==> src/rtl/tm_seq_mult.sv <==
`default_nettype none
// ============================================================================
//  Module   : tm_seq_mult
//  Purpose  : Sequential radix-2 shift-add unsigned N x N multiplier with a
//             run-time choice between an exact product and a truncated (TM)
//             product. The truncated product drops every partial product
//             a[i]&b[j] with i<K or j<K. That is the same as multiplying the
//             operands pre-shifted right by K and shifting the result left by
//             2K. One retained multiplier bit is consumed per cycle.
//
//  Ports    : clk        clock, rising-edge
//             rst        synchronous reset, active-high
//             in_valid   operands/mode valid
//             in_ready   block can accept operands (IDLE only)
//             a, b       N-bit unsigned operands
//             trunc_en   1 = truncated mode with cut K, 0 = exact
//             out_valid  product valid (DONE)
//             out_ready  consumer accepts product
//             p          2N-bit registered product
//             busy       high in MUL or DONE
//
//  Revision : 1.0  initial release
// ============================================================================
module tm_seq_mult #(
  parameter int N = 8,
  parameter int K = 7
) (
  input  logic           clk,
  input  logic           rst,
  input  logic           in_valid,
  output logic           in_ready,
  input  logic [N-1:0]   a,
  input  logic [N-1:0]   b,
  input  logic           trunc_en,
  output logic           out_valid,
  input  logic           out_ready,
  output logic [2*N-1:0] p,
  output logic           busy
);

  // The counter must hold the value N, the largest iteration count.
  localparam int             CW           = $clog2(N + 1);
  localparam logic [CW-1:0]  c_iter_exact = CW'(N);
  localparam logic [CW-1:0]  c_iter_tm    = CW'(N - K);
  localparam logic [CW-1:0]  c_one        = CW'(1);
  localparam int             c_tm_shift   = 2 * K;

  typedef enum logic [1:0] {
    ST_IDLE = 2'd0,
    ST_MUL  = 2'd1,
    ST_DONE = 2'd2
  } state_t;

  state_t           r_state;
  logic [2*N-1:0]   r_mcand;     // multiplicand, shifted left each MUL cycle
  logic [N-1:0]     r_mplier;    // multiplier, shifted right each MUL cycle
  logic [2*N-1:0]   r_acc;
  logic [CW-1:0]    r_cnt;       // MUL cycles still to run
  logic             r_trunc;     // mode captured on the accepting edge
  logic [2*N-1:0]   r_p;
  logic             r_in_ready;
  logic             r_out_valid;
  logic             r_busy;

  logic [N-1:0]     w_a_op;
  logic [N-1:0]     w_b_op;
  logic [2*N-1:0]   w_addend;
  logic [2*N-1:0]   w_acc_next;
  logic [2*N-1:0]   w_p_final;

  // Operand conditioning at accept time. In truncated mode the low K bits of
  // each operand only ever feed discarded partial products. Shifting them out
  // up front cuts the iteration count to N-K.
  always_comb begin
    w_a_op = a;
    w_b_op = b;
    if (trunc_en) begin
      w_a_op = a >> K;
      w_b_op = b >> K;
    end
  end

  // One shift-add step. The accumulator is 2N bits wide, so the sum of all
  // partial products of two N-bit operands always fits.
  always_comb begin
    w_addend   = r_mplier[0] ? r_mcand : '0;
    w_acc_next = r_acc + w_addend;
    w_p_final  = w_acc_next;
    if (r_trunc) begin
      // Re-align the reduced product. Bits [2K-1:0] become zero and no carry
      // is invented into the top bit.
      w_p_final = w_acc_next << c_tm_shift;
    end
  end

  always_ff @(posedge clk) begin
    if (rst) begin
      r_state     <= ST_IDLE;
      r_mcand     <= '0;
      r_mplier    <= '0;
      r_acc       <= '0;
      r_cnt       <= '0;
      r_trunc     <= 1'b0;
      r_p         <= '0;
      r_in_ready  <= 1'b1;
      r_out_valid <= 1'b0;
      r_busy      <= 1'b0;
    end else begin
      case (r_state)
        ST_IDLE: begin
          if (in_valid) begin
            r_mcand    <= {{N{1'b0}}, w_a_op};
            r_mplier   <= w_b_op;
            r_acc      <= '0;
            r_cnt      <= trunc_en ? c_iter_tm : c_iter_exact;
            r_trunc    <= trunc_en;
            r_state    <= ST_MUL;
            r_in_ready <= 1'b0;
            r_busy     <= 1'b1;
          end
        end

        ST_MUL: begin
          r_acc    <= w_acc_next;
          r_mcand  <= r_mcand << 1;
          r_mplier <= r_mplier >> 1;
          r_cnt    <= r_cnt - c_one;
          // On the last step, publish the product on this same edge so that
          // out_valid rises exactly I cycles after the accept.
          if (r_cnt == c_one) begin
            r_p         <= w_p_final;
            r_out_valid <= 1'b1;
            r_state     <= ST_DONE;
          end
        end

        ST_DONE: begin
          // p and out_valid hold while the consumer stalls. in_ready stays
          // low, so no new operands can be taken on the handshake edge.
          if (out_ready) begin
            r_out_valid <= 1'b0;
            r_in_ready  <= 1'b1;
            r_busy      <= 1'b0;
            r_state     <= ST_IDLE;
          end
        end

        default: begin
          r_state     <= ST_IDLE;
          r_in_ready  <= 1'b1;
          r_out_valid <= 1'b0;
          r_busy      <= 1'b0;
        end
      endcase
    end
  end

  assign in_ready  = r_in_ready;
  assign out_valid = r_out_valid;
  assign busy      = r_busy;
  assign p         = r_p;

endmodule
`default_nettype wire

==> config.mk <==
export PLATFORM = sky130hd
export DESIGN_NAME = tm_seq_mult
export DESIGN_NICKNAME = d
export VERILOG_FILES = /design/src/rtl/tm_seq_mult.sv
export SDC_FILE = /design/constraint.sdc
export NUM_CORES = 1
export LEC_CHECK = 0
export CAP_MARGIN = 20
export CORE_UTILIZATION = 35
export CTS_BUF_LIST = sky130_fd_sc_hd__clkbuf_8
export DETAILED_ROUTE_END_ITERATION = 6
export GPL_ROUTABILITY_DRIVEN = 0
export HOLD_SLACK_MARGIN = 0.15
export PLACE_DENSITY = 0.6
export RECOVER_POWER = 25
export SLEW_MARGIN = 20
export SYNTH_ARGS = -nofsm -noshare
export SYNTH_HDL_FRONTEND = slang
export SYNTH_SLANG_ARGS = --single-unit
==> constraint.sdc <==
create_clock -name clk -period 2.43 [get_ports clk]
set_clock_uncertainty 0.15 [all_clocks]
set_input_delay 0.486 -clock clk [delete_from_list [all_inputs] [get_ports clk]]
set_output_delay 0.486 -clock clk [all_outputs]
set_load 0.02 [all_outputs]
**Word-level counts from Yosys, hierarchy flattened**

Cells that the tools add are included.

- Bits in registers: 66
- Output and inout bits: 19

- Add/subtract/negate cells: 2
- Equality and inequality tests: 6
- Multiplexer cells: 25
- Bitwise operators: 2
- Reduce and logical (&&, ||, !) cells: 8

Operators by type and width:

| cell | count |
|---|---|
| $mux W16 | 4 |
| $pmux W16 S2 | 2 |
| $mux W8 | 3 |
| $add A16 B16 Y16 | 1 |
| $pmux W8 S2 | 1 |
| $pmux W1 S3 | 3 |
| $reduce_and A3 Y1 | 3 |
| $mux W4 | 2 |
| $pmux W4 S2 | 1 |
| $mux W2 | 3 |
| $ne A2 B2 Y1 const B | 3 |
| $pmux W2 S3 | 1 |
| $reduce_and A2 Y1 | 3 |
| $mux W1 | 5 |
| $eq A4 B1 Y1 const B | 1 |
| $sub A4 B1 Y4 const B | 1 |
| $eq A2 B1 Y1 const B | 1 |
| $eq A2 B2 Y1 const B | 1 |
| $logic_not A2 Y1 | 1 |
| $not A1 Y1 | 2 |
| $reduce_bool A2 Y1 | 1 |

**Logic depth before layout (Yosys ltp)**

Gate-level depths: netlist (run 1).

- Word-level depth: 3
- Gate-level depth with buffers: 11
- Depth with buffers taken out: 10

**Least setup slack after synthesis (run 1)**

OpenSTA, ideal clock, no wires.

- Path kind: register to register
- From: reg r_mplier[0]
- To: reg r_acc[12]
- Library setup time: 62 ps
- Arrival: 2391 ps
- Required time: 2218 ps
- Path slack: -173 ps
- Stages on the path, launching flop included: 12
- Path buffers: 1
- Clock period less this slack: 2603 ps
- Cells stage by stage: dfxtp_1 clkbuf_1 and2_1 ha_1 inv_1 fa_1 nor2b_1 o31a_2 o21ai_0 o21a_1 or4_1 nand3_1

- Word-level cells in the longest chain between the ends: 3

RTL lines:

| what | line | RTL |
|---|---|---|
| start, declared | 56 | `logic [N-1:0] r_mplier;` |
| start signal, assigned | 113 | `r_mplier <= w_b_op;` |
| start signal, assigned | 126 | `r_mplier <= r_mplier >> 1;` |
| $mux W16 | 86 | `w_addend = r_mplier[0] ? r_mcand : '0;` |
| $add A16 B16 Y16 | 87 | `w_acc_next = r_acc + w_addend;` |
| $pmux W16 S2 | 109 | `case (r_state)` |
| end signal, assigned | 124 | `r_acc <= w_acc_next;` |
| end, declared | 57 | `logic [2*N-1:0] r_acc;` |

No other way between the ends.
A chain may end at the register's enable or synchronous reset.

**Worst setup path after layout (run 1)**

Same ends and word-level chain as after synthesis.

==> impl_summary.log, run 1 <==
[metrics] outcome: finished clean
[metrics] largest voltage drop on the vdd net: 0.000193 V
[metrics] global-route wire length before repair: 14200 um
[metrics] slew at the pin with the worst max-slew slack: 0.608 ns
[metrics] Seq cells post-synth: 66
[metrics] Max Fclk: 0.421 GHz
[metrics] Final Util: 45.5%
[metrics] critical path startpoint category: flip-flop
[metrics] I/O pin count: 40
[metrics] Required @ worst endpoint: 2.57 ns
[metrics] antenna violations before repair: 0
[metrics] part of the power in combinational logic: 12.7%
[metrics] total number of clock tree sinks: 66
[metrics] Max Slew Vio Count: 0
[metrics] Final Hold Viols: 0
[metrics] row count: 35
[metrics] biggest fanout along the worst timing path: 8
[metrics] vertical die dimension: 99.8 um
[metrics] Post-Synthesis Cell Area: 0.00334 mm2
[metrics] unrepaired setup endpoints after global routing: true
[metrics] via count of the first global-routing pass: 2952
[metrics] post-route minimum period: 2.37 ns
[metrics] grt ovf: 0
[metrics] Layout Area Growth over Synthesis: 25.6%
[metrics] area of the core: 0.00924 mm2
[metrics] Int Pwr: 1.71 mW
[metrics] number of flops mapped to enable cells by yosys: 0
[metrics] total power density per cell area: 566 mW/mm2
[metrics] hold-fix buffer count after cts: 0
[metrics] fraction of final layout cells sized beyond drive strength 1: 12.0%
[metrics] instance count of the mapped netlist: 412
[metrics] critical setup path kind: flip-flop to flip-flop
[metrics] count of TritonRoute iterations in the first routing pass: 4
[metrics] hold crit path type: flip-flop to flip-flop
[metrics] DPL Wire Length: 6030 um
[metrics] number of CTS-inserted buffers: 9
[metrics] clock edge transition at the registers on the reported setup and hold paths: 0.08 ns
[metrics] commonest cells after routing, fill and taps aside: 64 x dfxtp_1, 47 x a21oi_1, 42 x nand2_1
[metrics] number of fillers in the final layout: 926
[metrics] maxcap violations: 0
[metrics] wire length per cell after detailed routing: 14.5 um
[metrics] Port Buf Inserts: 39
[metrics] most common cell after layout, fill and taps aside: dfxtp_1
[metrics] Sw Share: 28.2%
[metrics] net count of the mapped netlist: 451
[metrics] final setup vio count: 0
[metrics] setup TNS: 0 ns
[metrics] Clk Latency, worst-skew pair: 0.36 ns
[metrics] warning count from the yosys run: 0
[metrics] CTS max path bufs: 2
[metrics] period utilisation layout: 97.6%
[metrics] Non-Filler Instances: 586
[metrics] routed via count: 3064
[metrics] antenna diode instance count: 0
[metrics] Die X-Extent: 99.8 um
[metrics] cell type with the highest aggregate area in the netlist: dfxtp_1
[metrics] Leak Pwr: 1.50 nW
[metrics] htree depth: 3
[metrics] share of Yosys cell area claimed by the top area cell type: 39.5%
[metrics] Residual DRC: 0
[metrics] maximum number of pins on one net before global-route repair: 28
[metrics] via count normalized by instance count: 5.23
[metrics] root buffer selected by CTS: clkbuf_8
[metrics] net switching power figure: 0.672 mW
[metrics] ys flop type: dfxtp_1
[metrics] die footprint: 0.00995 mm2
[metrics] number of distinct standard cells referenced by the synthesized netlist: 43
[metrics] dominant cells by area after synthesis: dfxtp_1 40%, a21oi_1 7.5%, ha_1 6.4%
[metrics] number of placed instances with taps included: 569
[metrics] Sequential Area: 0.00133 mm2
[metrics] Net count, final: 491
[metrics] initial core utilization: 36.2%
[metrics] CP arrival: 2.52 ns
[metrics] sequential element share of the synthesized area: 39.5%
[metrics] share of power burned in the clock network: 39.0%
[metrics] Multi-input gate area: 0.00195 mm2
[metrics] DRT Wirelength: 8480 um
[metrics] number of routed nets with antenna violations: 0
[metrics] share of synthesized flip-flops with an asynchronous set or reset: 0%
[metrics] worst rel slew slack: 59.3%
[metrics] aggregate global-route resource usage: 18.2%
[metrics] Reg power frac: 48.3%
[metrics] average size of a mapped cell: 8.12 um2
[metrics] clock tree from TritonCTS: yes
[metrics] drt first-iter violations: 135
[metrics] kind of end point of the critical path: flip-flop
[power by group through the flow]
| stage | Sequential (mW) | Combinational (mW) | Clock, mW |
|---|---|---|---|
| after floorplan | 1.17 | 0.182 | 0 |
| after global placement | 1.17 | 0.298 | 0 |
| after detailed placement | 1.17 | 0.301 | 0 |
| after CTS | 1.15 | 0.304 | 0.957 |
| after global routing | 1.16 | 0.332 | 0.995 |
| final | 1.15 | 0.302 | 0.928 |
[final timing paths]
path         cells after the start        start  slack (ns)          end
max                             10  r_mplier[0]        0.06    r_acc[12]
min                              2  r_mplier[3]        0.30  r_mplier[2]
max reg2reg                     10  r_mplier[0]        0.06    r_acc[12]
min reg2reg                      2  r_mplier[3]        0.30  r_mplier[2]
[stage by stage]
stage / setup WS [ns] / hold slack (ns) / area, um2 / total power [mW]
4_1_cts: 0.00976 / 0.307 / 4150 / 2.41
6_report: 0.0571 / 0.300 / 4200 / 2.38
2_1_floorplan: 0.0215 / 0.282 / 3360 / 1.35
5_1_grt: -0.0455 / 0.320 / 4200 / 2.48
3_5_place_dp: -0.0214 / 0.295 / 3930 / 1.48
3_3_place_gp: 0.0664 / 0.287 / 3930 / 1.47
[flip-flops by register name, summed over array words and instances (netlist names)]
| signal | flops |
|---|---|
| p | 16 |
| r_acc | 16 |
| r_mcand | 16 |
| r_mplier | 8 |
| r_cnt | 4 |
| r_state | 2 |
| busy | 1 |
| in_ready | 1 |
| out_valid | 1 |
| r_trunc | 1 |
[Yosys cell counts (5+ instances only)]
cell type and n:
ha_1 17, buf_2 5, nand4_1 10, inv_1 11, clkbuf_1 23, nor2_1 34, nor3_1 6, nand3_1 21
and2_1 14, xor2_1 5, a31oi_1 5, o21ai_0 24, a22oi_1 21, a21oi_1 50, nand2_1 43, xnor2_1 8
dfxtp_1 66
[area by class of cell]
cell class,instances,area share [%]
multi-input cells,307,46.5
flip-flops and latches,66,31.6
repair buffers,57,12.5
well taps,129,3.84
clock buffers,9,2.95
clock inverters,7,1.64
inverters,11,0.983
[worst max-delay path, cell delays in order (launching register included)]
cell	delay (ns)
dfxtp_4	0.37
and2_1	0.14
ha_1	0.17
inv_1	0.06
fa_2	0.36
nor2b_2	0.14
o31a_2	0.17
o21ai_1	0.10
o21a_1	0.19
or4_1	0.40
nand3_1	0.07
[logic make-up (layout without fill, tap and decap cells)]
group                    count (synthesis)  after routing  share of synthesized area (%)
XOR/XNOR                                13             13                           3.40
buffers and inverters                   39             84                           4.56
multiplexers                             2              2                          0.599
AO/OA/AOI/OAI                          127            127                           23.7
AND/OR/NAND/NOR                        147            147                           21.3
adder cells (fa/ha/maj)                 18             18                           6.96
flip-flops                              66             66                           39.5
[repair_timing]
action,4_1_cts,5_1_grt
setup buffers,1,0
resized for setup,3,11
setup endpoints to repair,2,6
pin swaps,1,4
[routing by layer]
| metal | routed length [um] | track usage, % | vias to the layer above |
|---|---|---|---|
| li1 | - | - | 1553 |
| met1 | 4070 | 24.2 | 1421 |
| met2 | 3850 | 29.0 | 79 |
| met3 | 417 | 3.16 | 11 |
| met4 | 137 | 7.81 | 0 |
| met5 | 0 | 0 | - |
(Power assumes the default switching activity.)
==> run 2: changes to the inputs <==
--- a/constraint.sdc
+++ b/constraint.sdc
@@ -4,2 +4,2 @@
 set_output_delay 0.486 -clock clk [all_outputs]
-set_load 0.02 [all_outputs]
+set_load 0.005 [all_outputs]
==> run 2 against run 1 <==
Effect of this change:
- final area stayed put
- core utilization stayed put
- worst setup slack stayed put
- global-route usage stayed put
- critical path type unchanged
- critical endpoint unchanged
- largest power group unchanged
==> impl_summary.log, run 2 (synthesis gave the netlist of run 1 again) <==
[metrics] outcome: finished clean
[metrics] initial core utilization: 36.2% (unchanged)
[metrics] unrepaired setup endpoints after global routing: true
[metrics] worst rel slew slack: 59.3% (unchanged)
[metrics] number of placed instances with taps included: 569 (unchanged)
[metrics] most common cell after layout, fill and taps aside: dfxtp_1
[metrics] final setup vio count: 0 (unchanged)
[metrics] slew at the pin with the worst max-slew slack: 0.608 ns (unchanged)
[metrics] antenna violations before repair: 0 (unchanged)
[metrics] via count normalized by instance count: 5.23 (unchanged)
[metrics] maxcap violations: 0 (unchanged)
[metrics] Required @ worst endpoint: 2.57 ns (about the same)
[metrics] vertical die dimension: 99.8 um (unchanged)
[metrics] antenna diode instance count: 0 (unchanged)
[metrics] Max Slew Vio Count: 0 (unchanged)
[metrics] row count: 35 (unchanged)
[metrics] root buffer selected by CTS: clkbuf_8
[metrics] hold crit path type: flip-flop to flip-flop
[metrics] via count of the first global-routing pass: 2952 (unchanged)
[metrics] wire length per cell after detailed routing: 14.5 um (about the same)
[metrics] kind of end point of the critical path: flip-flop
[metrics] maximum number of pins on one net before global-route repair: 28 (unchanged)
[metrics] critical setup path kind: flip-flop to flip-flop
[metrics] Layout Area Growth over Synthesis: 25.6% (unchanged)
[metrics] Net count, final: 491 (unchanged)
[metrics] instance area at placement: 0.00393 mm2 (unchanged)
[metrics] Leak Pwr: 1.51 nW (+0.70%)
[metrics] drt first-iter violations: 135 (unchanged)
[metrics] commonest cells after routing, fill and taps aside: 64 x dfxtp_1, 47 x a21oi_1, 42 x nand2_1
[metrics] number of routed nets with antenna violations: 0 (unchanged)
[metrics] DRT Wirelength: 8470 um (about the same)
[metrics] Max Fclk: 0.421 GHz (unchanged)
[metrics] count of TritonRoute iterations in the first routing pass: 4 (unchanged)
[metrics] grt ovf: 0 (unchanged)
[metrics] power consumption: 2.37 mW (-0.32%)
[metrics] largest voltage drop on the vdd net: 0.000193 V (about the same)
[metrics] clock tree from TritonCTS: yes
[metrics] CP arrival: 2.52 ns (about the same)
[metrics] Residual DRC: 0 (unchanged)
[metrics] Final Hold Viols: 0 (unchanged)
[metrics] clock edge transition at the registers on the reported setup and hold paths: 0.08 ns (about the same)
[metrics] fraction of final layout cells sized beyond drive strength 1: 12.0% (unchanged)
[metrics] aggregate global-route resource usage: 18.2% (unchanged)
[metrics] biggest fanout along the worst timing path: 8 (unchanged)
[metrics] total power density per cell area: 565 mW/mm2 (-0.32%)
[metrics] setup TNS: 0 ns (unchanged)
[metrics] global-route wire length before repair: 14200 um (unchanged)
[metrics] Port Buf Inserts: 39 (unchanged)
[metrics] area of the core: 0.00924 mm2 (unchanged)
[metrics] Die X-Extent: 99.8 um (unchanged)
[metrics] critical path startpoint category: flip-flop
[metrics] DPL Wire Length: 6030 um (unchanged)
[metrics] post-route minimum period: 2.37 ns (unchanged)
[metrics] period utilisation layout: 97.6% (unchanged)
[metrics] htree depth: 3 (unchanged)
[metrics] CTS max path bufs: 2 (unchanged)
[metrics] worst hold margin: 0.300 ns (unchanged)
[metrics] hold-fix buffer count after cts: 0 (unchanged)
[metrics] Finished Cell Area: 0.00420 mm2 (unchanged)
[metrics] routed via count: 3064 (unchanged)
[metrics] die footprint: 0.00995 mm2 (unchanged)
[metrics] number of CTS-inserted buffers: 9 (unchanged)
[metrics] I/O pin count: 40 (unchanged)
[metrics] total number of clock tree sinks: 66 (unchanged)
[metrics] Clk Latency, worst-skew pair: 0.36 ns (about the same)
[metrics] Non-Filler Instances: 586 (unchanged)
run 2: timing repair:
item                       CTS  global route
pin swaps                    1             4
setup endpoints to repair    2             6
setup buffers                1             0
resized for setup            3            11
run 2: path summary, 6_finish.rpt:
check | start | endpoint | slack, ns | depth (start not counted)
max | r_mplier[0] | r_acc[12] | 0.06 | 10
min | r_mplier[3] | r_mplier[2] | 0.30 | 2
max reg2reg | r_mplier[0] | r_acc[12] | 0.06 | 10
min reg2reg | r_mplier[3] | r_mplier[2] | 0.30 | 2
run 2: power by group:
part,internal (mW),total [mW],switching (mW)
clock,0.471,0.928,0.457
combinational,0.119,0.294,0.175
sequential,1.12,1.15,0.0324
run 2: critical path: stages, from the launching register on:
cell,delay (ns)
dfxtp_4,0.37
and2_1,0.14
ha_1,0.17
inv_1,0.06
fa_2,0.36
nor2b_2,0.14
o31a_2,0.17
o21ai_1,0.10
o21a_1,0.19
or4_1,0.40
nand3_1,0.07
run 2: cell type report:
class / instances / area (um2)
well taps: 129 / 161
fillers: 926 / 5040
repair buffers: 57 / 527
clock buffers: 9 / 124
multi-input cells: 307 / 1950
inverters: 11 / 41.3
flip-flops and latches: 66 / 1330
clock inverters: 7 / 68.8
run 2: per-stage QoR:
stage / setup WS (ns) / utilization, %
after floorplan: 0.0215 / -
after global placement: 0.0664 / 42.5
after detailed placement: -0.0214 / 42.5
after CTS: 0.00976 / 45.0
after global routing: -0.0455 / 45.5
final: 0.0571 / 45.5
run 2: per-layer routing:
layer / vias to the layer above / share of wire (%) / track usage [%] / wire length, um
met1: 1421 / 48 / 24.2 / 4060
met5: - / 0 / 0 / 0
li1: 1553 / - / - / -
met2: 79 / 46 / 29.0 / 3850
met4: 0 / 1.6 / 7.81 / 137
met3: 11 / 4.9 / 3.16 / 417
